**config.mk**
```make
export PLATFORM = sky130hd
export DESIGN_NAME = ofmap_glb_writer
export DESIGN_NICKNAME = d
export VERILOG_FILES = /design/src/rtl/ofmap_glb_writer.sv
export SDC_FILE = /design/constraint.sdc
export NUM_CORES = 1
export LEC_CHECK = 0
export ABC_CLOCK_PERIOD_IN_PS = 17600
export CAP_MARGIN = 10
export CORE_MARGIN = 4
export CORE_UTILIZATION = 60
export CTS_BUF_LIST = sky130_fd_sc_hd__clkbuf_4 sky130_fd_sc_hd__clkbuf_8
export CTS_CLUSTER_DIAMETER = 40
export DETAILED_ROUTE_END_ITERATION = 10
export PLACE_DENSITY_LB_ADDON = 0.12
export SYNTH_ARGS = -nofsm -noshare
export SYNTH_HDL_FRONTEND = slang
export SYNTH_SLANG_ARGS = --single-unit
```
**constraint.sdc**
```tcl
create_clock -name clk -period 17.6 [get_ports clk]
set_clock_uncertainty 0.15 [all_clocks]
set_input_delay 1.76 -clock clk [delete_from_list [all_inputs] [get_ports clk]]
set_output_delay 1.76 -clock clk [all_outputs]
set_load 0.01 [all_outputs]
```
**src/rtl/ofmap_glb_writer.sv**
```systemverilog
// Writes one tile of accumulator ofmap rows into the GLB, one row per word.
// A show-ahead row FIFO sits between the row strobe and the GLB write handshake. Optional ReLU is applied on entry.
module ofmap_glb_writer #(
    parameter int PE_SIZE       = 14,
    parameter int DATA_WIDTH    = 8,
    parameter int OFMAP_ROW_NUM = 70,
    parameter int BUF_DEPTH     = 8,
    parameter int ADDR_WIDTH    = 12,
    parameter int ADDR_STRIDE   = 1
) (
    input  logic                          clk,
    input  logic                          rst_n,
    input  logic                          start_i,
    input  logic [ADDR_WIDTH-1:0]         base_addr_i,
    input  logic                          relu_en_i,
    input  logic [DATA_WIDTH*PE_SIZE-1:0] ofmap_row_i,
    input  logic                          ofmap_valid_i,
    output logic                          glb_wren_o,
    input  logic                          glb_ready_i,
    output logic [ADDR_WIDTH-1:0]         glb_addr_o,
    output logic [DATA_WIDTH*PE_SIZE-1:0] glb_wdata_o,
    output logic                          busy_o,
    output logic                          done_o,
    output logic                          overflow_o
);
    localparam int ROW_W = DATA_WIDTH * PE_SIZE;
    localparam int CW    = $clog2(OFMAP_ROW_NUM + 1);
    localparam int PW    = $clog2(BUF_DEPTH);

    typedef enum logic [1:0] {IDLE, RUN, DRAIN, DONE} state_t;

    state_t                state, state_nx;
    logic [ADDR_WIDTH-1:0] base_q;
    logic                  relu_q;
    logic [CW-1:0]         in_cnt, wr_cnt, acc_cnt;
    logic [ROW_W-1:0]      mem [BUF_DEPTH];
    logic [PW:0]           wr_ptr, rd_ptr;
    logic [ROW_W-1:0]      relu_row;
    logic                  empty, full, pop, take, push, start_ok;

    // Pointers carry one extra wrap bit so full and empty can be told apart.
    assign empty    = (wr_ptr == rd_ptr);
    assign full     = (wr_ptr[PW] != rd_ptr[PW]) && (wr_ptr[PW-1:0] == rd_ptr[PW-1:0]);
    assign pop      = !empty && glb_ready_i;
    assign take     = (state == RUN) && ofmap_valid_i;
    assign push     = take && (!full || pop);
    assign start_ok = (state == IDLE) && start_i;

    for (genvar k = 0; k < PE_SIZE; k++) begin : g_relu
        assign relu_row[DATA_WIDTH*k +: DATA_WIDTH] =
            (relu_q && ofmap_row_i[DATA_WIDTH*k + DATA_WIDTH-1]) ? '0 : ofmap_row_i[DATA_WIDTH*k +: DATA_WIDTH];
    end

    always_comb begin
        state_nx = state;
        case (state)
            IDLE:  if (start_i) state_nx = RUN;
            RUN:   if (take && in_cnt == CW'(OFMAP_ROW_NUM - 1)) state_nx = DRAIN;
            DRAIN: if (wr_cnt == acc_cnt && empty) state_nx = DONE;
            DONE:  state_nx = IDLE;
            default: state_nx = IDLE;
        endcase
    end

    always_ff @(posedge clk or negedge rst_n) begin
        if (!rst_n) begin
            state      <= IDLE;
            base_q     <= '0;
            relu_q     <= 1'b0;
            in_cnt     <= '0;
            wr_cnt     <= '0;
            acc_cnt    <= '0;
            overflow_o <= 1'b0;
            wr_ptr     <= '0;
            rd_ptr     <= '0;
        end else begin
            state <= state_nx;
            if (start_ok) begin
                base_q  <= base_addr_i;
                relu_q  <= relu_en_i;
                in_cnt  <= '0;
                wr_cnt  <= '0;
                acc_cnt <= '0;
            end else begin
                if (take) in_cnt  <= in_cnt + 1'b1;
                if (push) acc_cnt <= acc_cnt + 1'b1;
                if (pop)  wr_cnt  <= wr_cnt + 1'b1;
            end
            // A row dropped on the start cycle itself still counts as an overflow.
            if (ofmap_valid_i && !push) overflow_o <= 1'b1;
            else if (start_ok)          overflow_o <= 1'b0;
            if (push) wr_ptr <= wr_ptr + 1'b1;
            if (pop)  rd_ptr <= rd_ptr + 1'b1;
        end
    end

    always_ff @(posedge clk) begin
        if (push) mem[wr_ptr[PW-1:0]] <= relu_row;
    end

    assign glb_wren_o  = !empty;
    assign glb_wdata_o = empty ? '0 : mem[rd_ptr[PW-1:0]];
    assign glb_addr_o  = base_q + ADDR_WIDTH'(wr_cnt) * ADDR_WIDTH'(ADDR_STRIDE);
    assign busy_o      = (state == RUN) || (state == DRAIN);
    assign done_o      = (state == DONE);
endmodule
```
======== Word-level counts from Yosys, hierarchy flattened ========
Memory sizes are Yosys's and may differ from the RTL's.
Index checks and enable logic that the tools add are counted.
word-level totals
  bits in registers ....................... 45
  logic and storage cells ................. 89
  output and inout bits ................... 128
  input bits .............................. 130
  memory bits (writable) .................. 896
  memories ................................ 1
memories
  memory  words  bits a word  rd ports  clocked after memory_dff  wr ports  line  RTL
  mem     8      112          1         0                         1         36    logic [ROW_W-1:0] mem [BUF_DEPTH];
cells by class
  add/sub/neg operators ................... 6
  reduce and logical (&&, ||, !) cells .... 33
  multiplexer cells ....................... 29
  eq/ne operators ......................... 11
operators by type and width
  operator                                                          number
  112-bit 2-to-1 mux                                                1
  8-bit 2-to-1 mux                                                  14
  7-bit 2-to-1 mux                                                  6
  1-bit logical AND                                                 22
  7-bit by 1-bit adder with 7-bit output (second input constant)    3
  12-bit by 7-bit adder with 12-bit output                          1
  4-bit by 1-bit adder with 4-bit output (second input constant)    2
  2-bit case mux with 4 select lines                                1
  2-bit nonzero test                                                4
  7-bit == test                                                     1
  7-bit == test (second input constant)                             1
  2-bit 2-to-1 mux                                                  3
  2-bit == test (second input constant)                             2
  4-bit == test                                                     1
  1-bit 2-to-1 mux                                                  4
  2-bit != test (second input constant)                             2
  3-bit == test                                                     1
  1-bit logical NOT                                                 3
  3-bit AND reduction                                               1
  2-bit by 1-bit == test with 1-bit output (second input constant)  1
  2-bit logical NOT                                                 1
  1-bit logical OR                                                  2
  2-bit by 1-bit != test with 1-bit output (second input constant)  1
  1-bit != test                                                     1

======== Depth between registers and ports, before layout ========
  depth in word-level cells ............... 8
  gate-level depth with buffers ........... 7
  mapped depth without buffers ............ 7

======== Worst setup path before layout ========
Ideal clock, no wire load.
  path type ............................... input to register
  start ................................... input port ofmap_valid_i
  end ..................................... memory mem[1][0] in the netlist's numbering (enable)
  setup slack ............................. 2843 ps
  data arrival time ....................... 13711 ps
  path buffers ............................ 1
  stages .................................. 4
  cells stage by stage .................... nand2_1 > a21o_1 > buf_2 > nor4b_1
between the ends
  cells in the longest elaborated chain, start to end .. 4
ends and longest elaborated chain
  item                                    line  RTL
  start, declared                         17    input logic ofmap_valid_i,
  1-bit logical AND                       45    assign take = (state == RUN) && ofmap_valid_i;
  1-bit logical AND                       46    assign push = take && (!full || pop);
  1-bit 2-to-1 mux                        98    if (push) mem[wr_ptr[PW-1:0]] <= relu_row;
  1-bit 2-to-1 mux (implied by the code)  98
  end, declared                           36
Every way passes these cells.

======== Worst setup path in the final report ========
  start ................................... register rd_ptr[1]
  end ..................................... output port glb_wdata_o[0]
between the ends
  cells in the longest elaborated chain, start to end .. 2
  elaborated cells between the ends (all ways) .. 3
  classes of those cells .................. 1 x eq/ne; 1 x mux; 1 x memory
ends and longest elaborated chain
  item                                                 line  RTL
  start, declared                                      37    logic [PW:0] wr_ptr, rd_ptr;
  start signal, assigned                               93    if (pop) rd_ptr <= rd_ptr + 1'b1;
  memory 8 x 112 bit or 4-bit == test (tied branches)  --
  112-bit 2-to-1 mux *                                 102   assign glb_wdata_o = empty ? '0 : mem[rd_ptr[PW-1:0]];
  end, declared                                        21    output logic [DATA_WIDTH*PE_SIZE-1:0] glb_wdata_o,
Every way passes the cells marked *; elsewhere a longest branch is shown, timed or not.

==> results_dict.tcl <==
set metrics [dict create \
    tightest_slew_ns 1.107 \
    dieArea_mm2 0.06626 \
    register_area_mm2 0.02804 \
    rr_worst_depth 7 \
    worstSetupStartpointType "flip-flop" \
    netlist_area_mm2 0.03732 \
    insertion_delay_ns 0.76 \
    path_cells "buf_4, buf_4, mux4_2, mux2i_1, nor2_1, clkdlybuf4s50_1" \
    port_buffers 257 \
    avgSynthCellArea_um2 20.36 \
    viasPerCell 5.881 \
    cts_inserted_buffers 155 \
    grt_max_degree 121 \
    netlist_top_cells_area "edfxtp_1, mux4_2, dfrtp_1" \
    nets 2338 \
    cts_hold_buf 0 \
    io-pin-count 258 \
    crit_start "rd_ptr[1]" \
    layout-drive-gt1-share_pct 22.43 \
    min_path_cells 2 \
    period_minus_slack_ns 6.610 \
    synthTopCellsByCount "edfxtp_1, mux4_2, nor2_1, mux2i_1, and2_1" \
    dr.pass1.iters 5 \
    yosys.area.top_type "edfxtp_1" \
    antenna_found_initial 5 \
    crit_buf_inv 3 \
    cts_buffer_depth 3 \
    ctsHtreeMaxLevel 4 \
    rsz0062_at_grt "no" \
    yosysTopAreaCellShare_pct 72.09 \
    r2r-end "mem[6][88]" \
    p_leak_nw 14.76 \
    wire_per_inst_um 24.70 \
    finalCoreUtilization_pct 71.22 \
    critPathMaxFanout 68 \
    syn-num-nets 1982 \
    multiInputGateArea_mm2 0.008865 \
    dr.first_iter.drc_count 1490 \
    ir_drop_mv 0.1253 \
    row_count 91 \
    timing.slew.headroom_pct 26.22 \
    drcViolationCount 0 \
    grt_first_pass_wirelength_um 119100 \
    status "finished, final reports clean" \
    critPathSlowestCell "dfrtp_4" \
    worstSetupEndpointType "output pin" \
    fmax_mhz 151.3 \
    synthCells 1833 \
    rr_startpoint "rd_ptr[1]" \
    final_max_slew_viol_count 0 \
    cts_tree "done" \
    cp_slowest_stage_delay_ns 0.88 \
    min_period_over_period_pct 37.56 \
    yosysMostFrequentCell "edfxtp_1" \
    drtAntennaViolNets 0 \
    cts_root_buffer "clkbuf_8" \
    track_usage_pct 24.00 \
    crit_required_ns 15.69 \
    synthArstFlopShare_pct 4.782 \
    hold_viol 0 \
    crit_family "buffers and inverters" \
    r2r_slack_ns 13.32 \
    hold_path.class "reg2reg" \
    holdPathEnd "base_q[11]" \
    cts.sinks 941 \
    ys_seq_area_share_pct 75.11 \
    post_cts_resized 0 \
    setup_violations 0 \
    globalRouteOverflowTotal 0 \
    gp_congestion 0.7319 \
    dp_hpwl_um 41330 \
    synth-seq-cells 941 \
    tns_ns 0 \
    synth_edf_count 896 \
    num_vias 18530 \
    clkTransAtPathRegs_ns 0.06 \
    nFillCells 3785 \
    die_h_um 257.4 \
    wl_um 77810 \
    ys.flop_type "edfxtp_1" \
    core-area_mm2 0.06160 \
    crit_type "reg2out" \
    arrival_ns 4.70 \
    start_util_pct 60.59 \
    synth_cell_types 47 \
    cp_common_cell "buf_4" \
    min_from "base_q[11]" \
    powerDensity_mw_per_mm2 163.5 \
    grt_pass1_vias 19620 \
    yosys_warnings 0 \
    dieWidth_um 257.4 \
    area_delta_synth_final_pct 17.54 \
    cap_violations 0 \
    post_cts_buffers 0 \
]
-- routing by layer --
metal / share of wire [%] / global-route usage [%]
met1: 41 / 33.66
met2: 50 / 39.18
met3: 6.4 / 4.773
met4: 2.0 / 7.415
met5: 0.017 / 0
-- registers in the layout, indices dropped and copies added, names as in the netlist, 2 cells and up --
name / cells
acc_cnt: 7
wr_cnt: 7
wr_ptr: 4
base_q: 12
state: 2
mem: 896
rd_ptr: 4
in_cnt: 7
-- worst reg2reg max path, stage by stage (launching register included) --
cell and delay (ns):
dfrtp_4 0.88, xor2_2 0.36, nor3_2 0.16, a21oi_4 0.26, nand2_1 0.17, nor3b_2 0.21, buf_4 0.78, buf_4 0.91
-- layout by cell type (no fill, tap or decap), types with 3 or more instances in the layout --
cell	netlist	routed
a211oi_1	4	4
a21o_1	3	3
a21oi_1	10	10
and2_1	100	100
and3_1	4	4
buf_12	0	3
buf_4	13	26
bufinv_16	0	3
clkbuf_4	0	57
clkbuf_8	0	165
clkdlybuf4s50_1	0	256
clkinv_1	0	35
clkinv_2	0	8
clkinvlp_4	0	4
dfrtp_1	45	41
dfrtp_4	0	3
diode_2	0	4
edfxtp_1	896	896
ha_1	18	18
inv_1	10	9
inv_6	0	3
mux2i_1	112	112
mux4_2	224	224
nand2_1	79	79
nand3_1	8	8
nand4_1	3	3
nor2_1	137	137
nor2b_1	15	15
nor3_1	6	4
nor3_2	1	3
o21ai_0	4	4
xnor2_1	21	21
xor2_1	18	18
xor2_2	3	3
-- through the flow --
step	setup WS, ns	total power, mW	cells	hold WS, ns	cell area (µm²)
5_1_grt	10.61	7.532	3148	0.3578	43860
2_1_floorplan	2.843	4.388	1833	0.3023	37320
4_1_cts	10.86	7.263	3146	0.3434	43860
3_3_place_gp	11.75	5.378	2869	0.3157	40820
6_report	10.99	7.175	3150	0.3421	43870
3_5_place_dp	11.72	5.409	2869	0.3280	40820
-- how the worst max path moves through the flow --
stage                                  to  depth (start not counted)
after floorplan                 mem[1][0]                          4
after global placement    glb_wdata_o[96]                          6
after detailed placement  glb_wdata_o[14]                          6
after CTS                 glb_wdata_o[14]                          6
after global routing      glb_wdata_o[14]                          6
final                      glb_wdata_o[0]                          6
-- where the power goes --
| part | total, mW | switching, mW | internal [mW] |
|---|---|---|---|
| sequential | 2.86 | 0.153 | 2.71 |
| clock | 1.85 | 0.819 | 1.03 |
| combinational | 2.46 | 1.23 | 1.23 |
| total | 7.17 | 2.20 | 4.97 |
-- final cells by class --
class,count,area share (%)
timing repair buffer,286,6.435
tap,837,2.387
sequential,941,63.93
antenna,4,0.02282
inverter,10,0.09697
clock inverter,55,0.7701
multi-input combinational,795,20.21
clock buffer,222,6.152
-- cells by family (layout without fill, tap and decap cells) --
logic type                 Yosys count  in the layout  synth area share (%)
xor gates and xnor gates            42             42                 1.046
muxes                              337            337                 16.55
AOI/OAI and AO/OA                   34             34                0.6873
and+or+nand+nor                    363            363                 4.700
adders and majority gates           19             19                0.6571
buffers and inverters               97            573                 1.250
DFF                                941            941                 75.11
other                                0              4                     0
(Power assumes the default switching activity.)
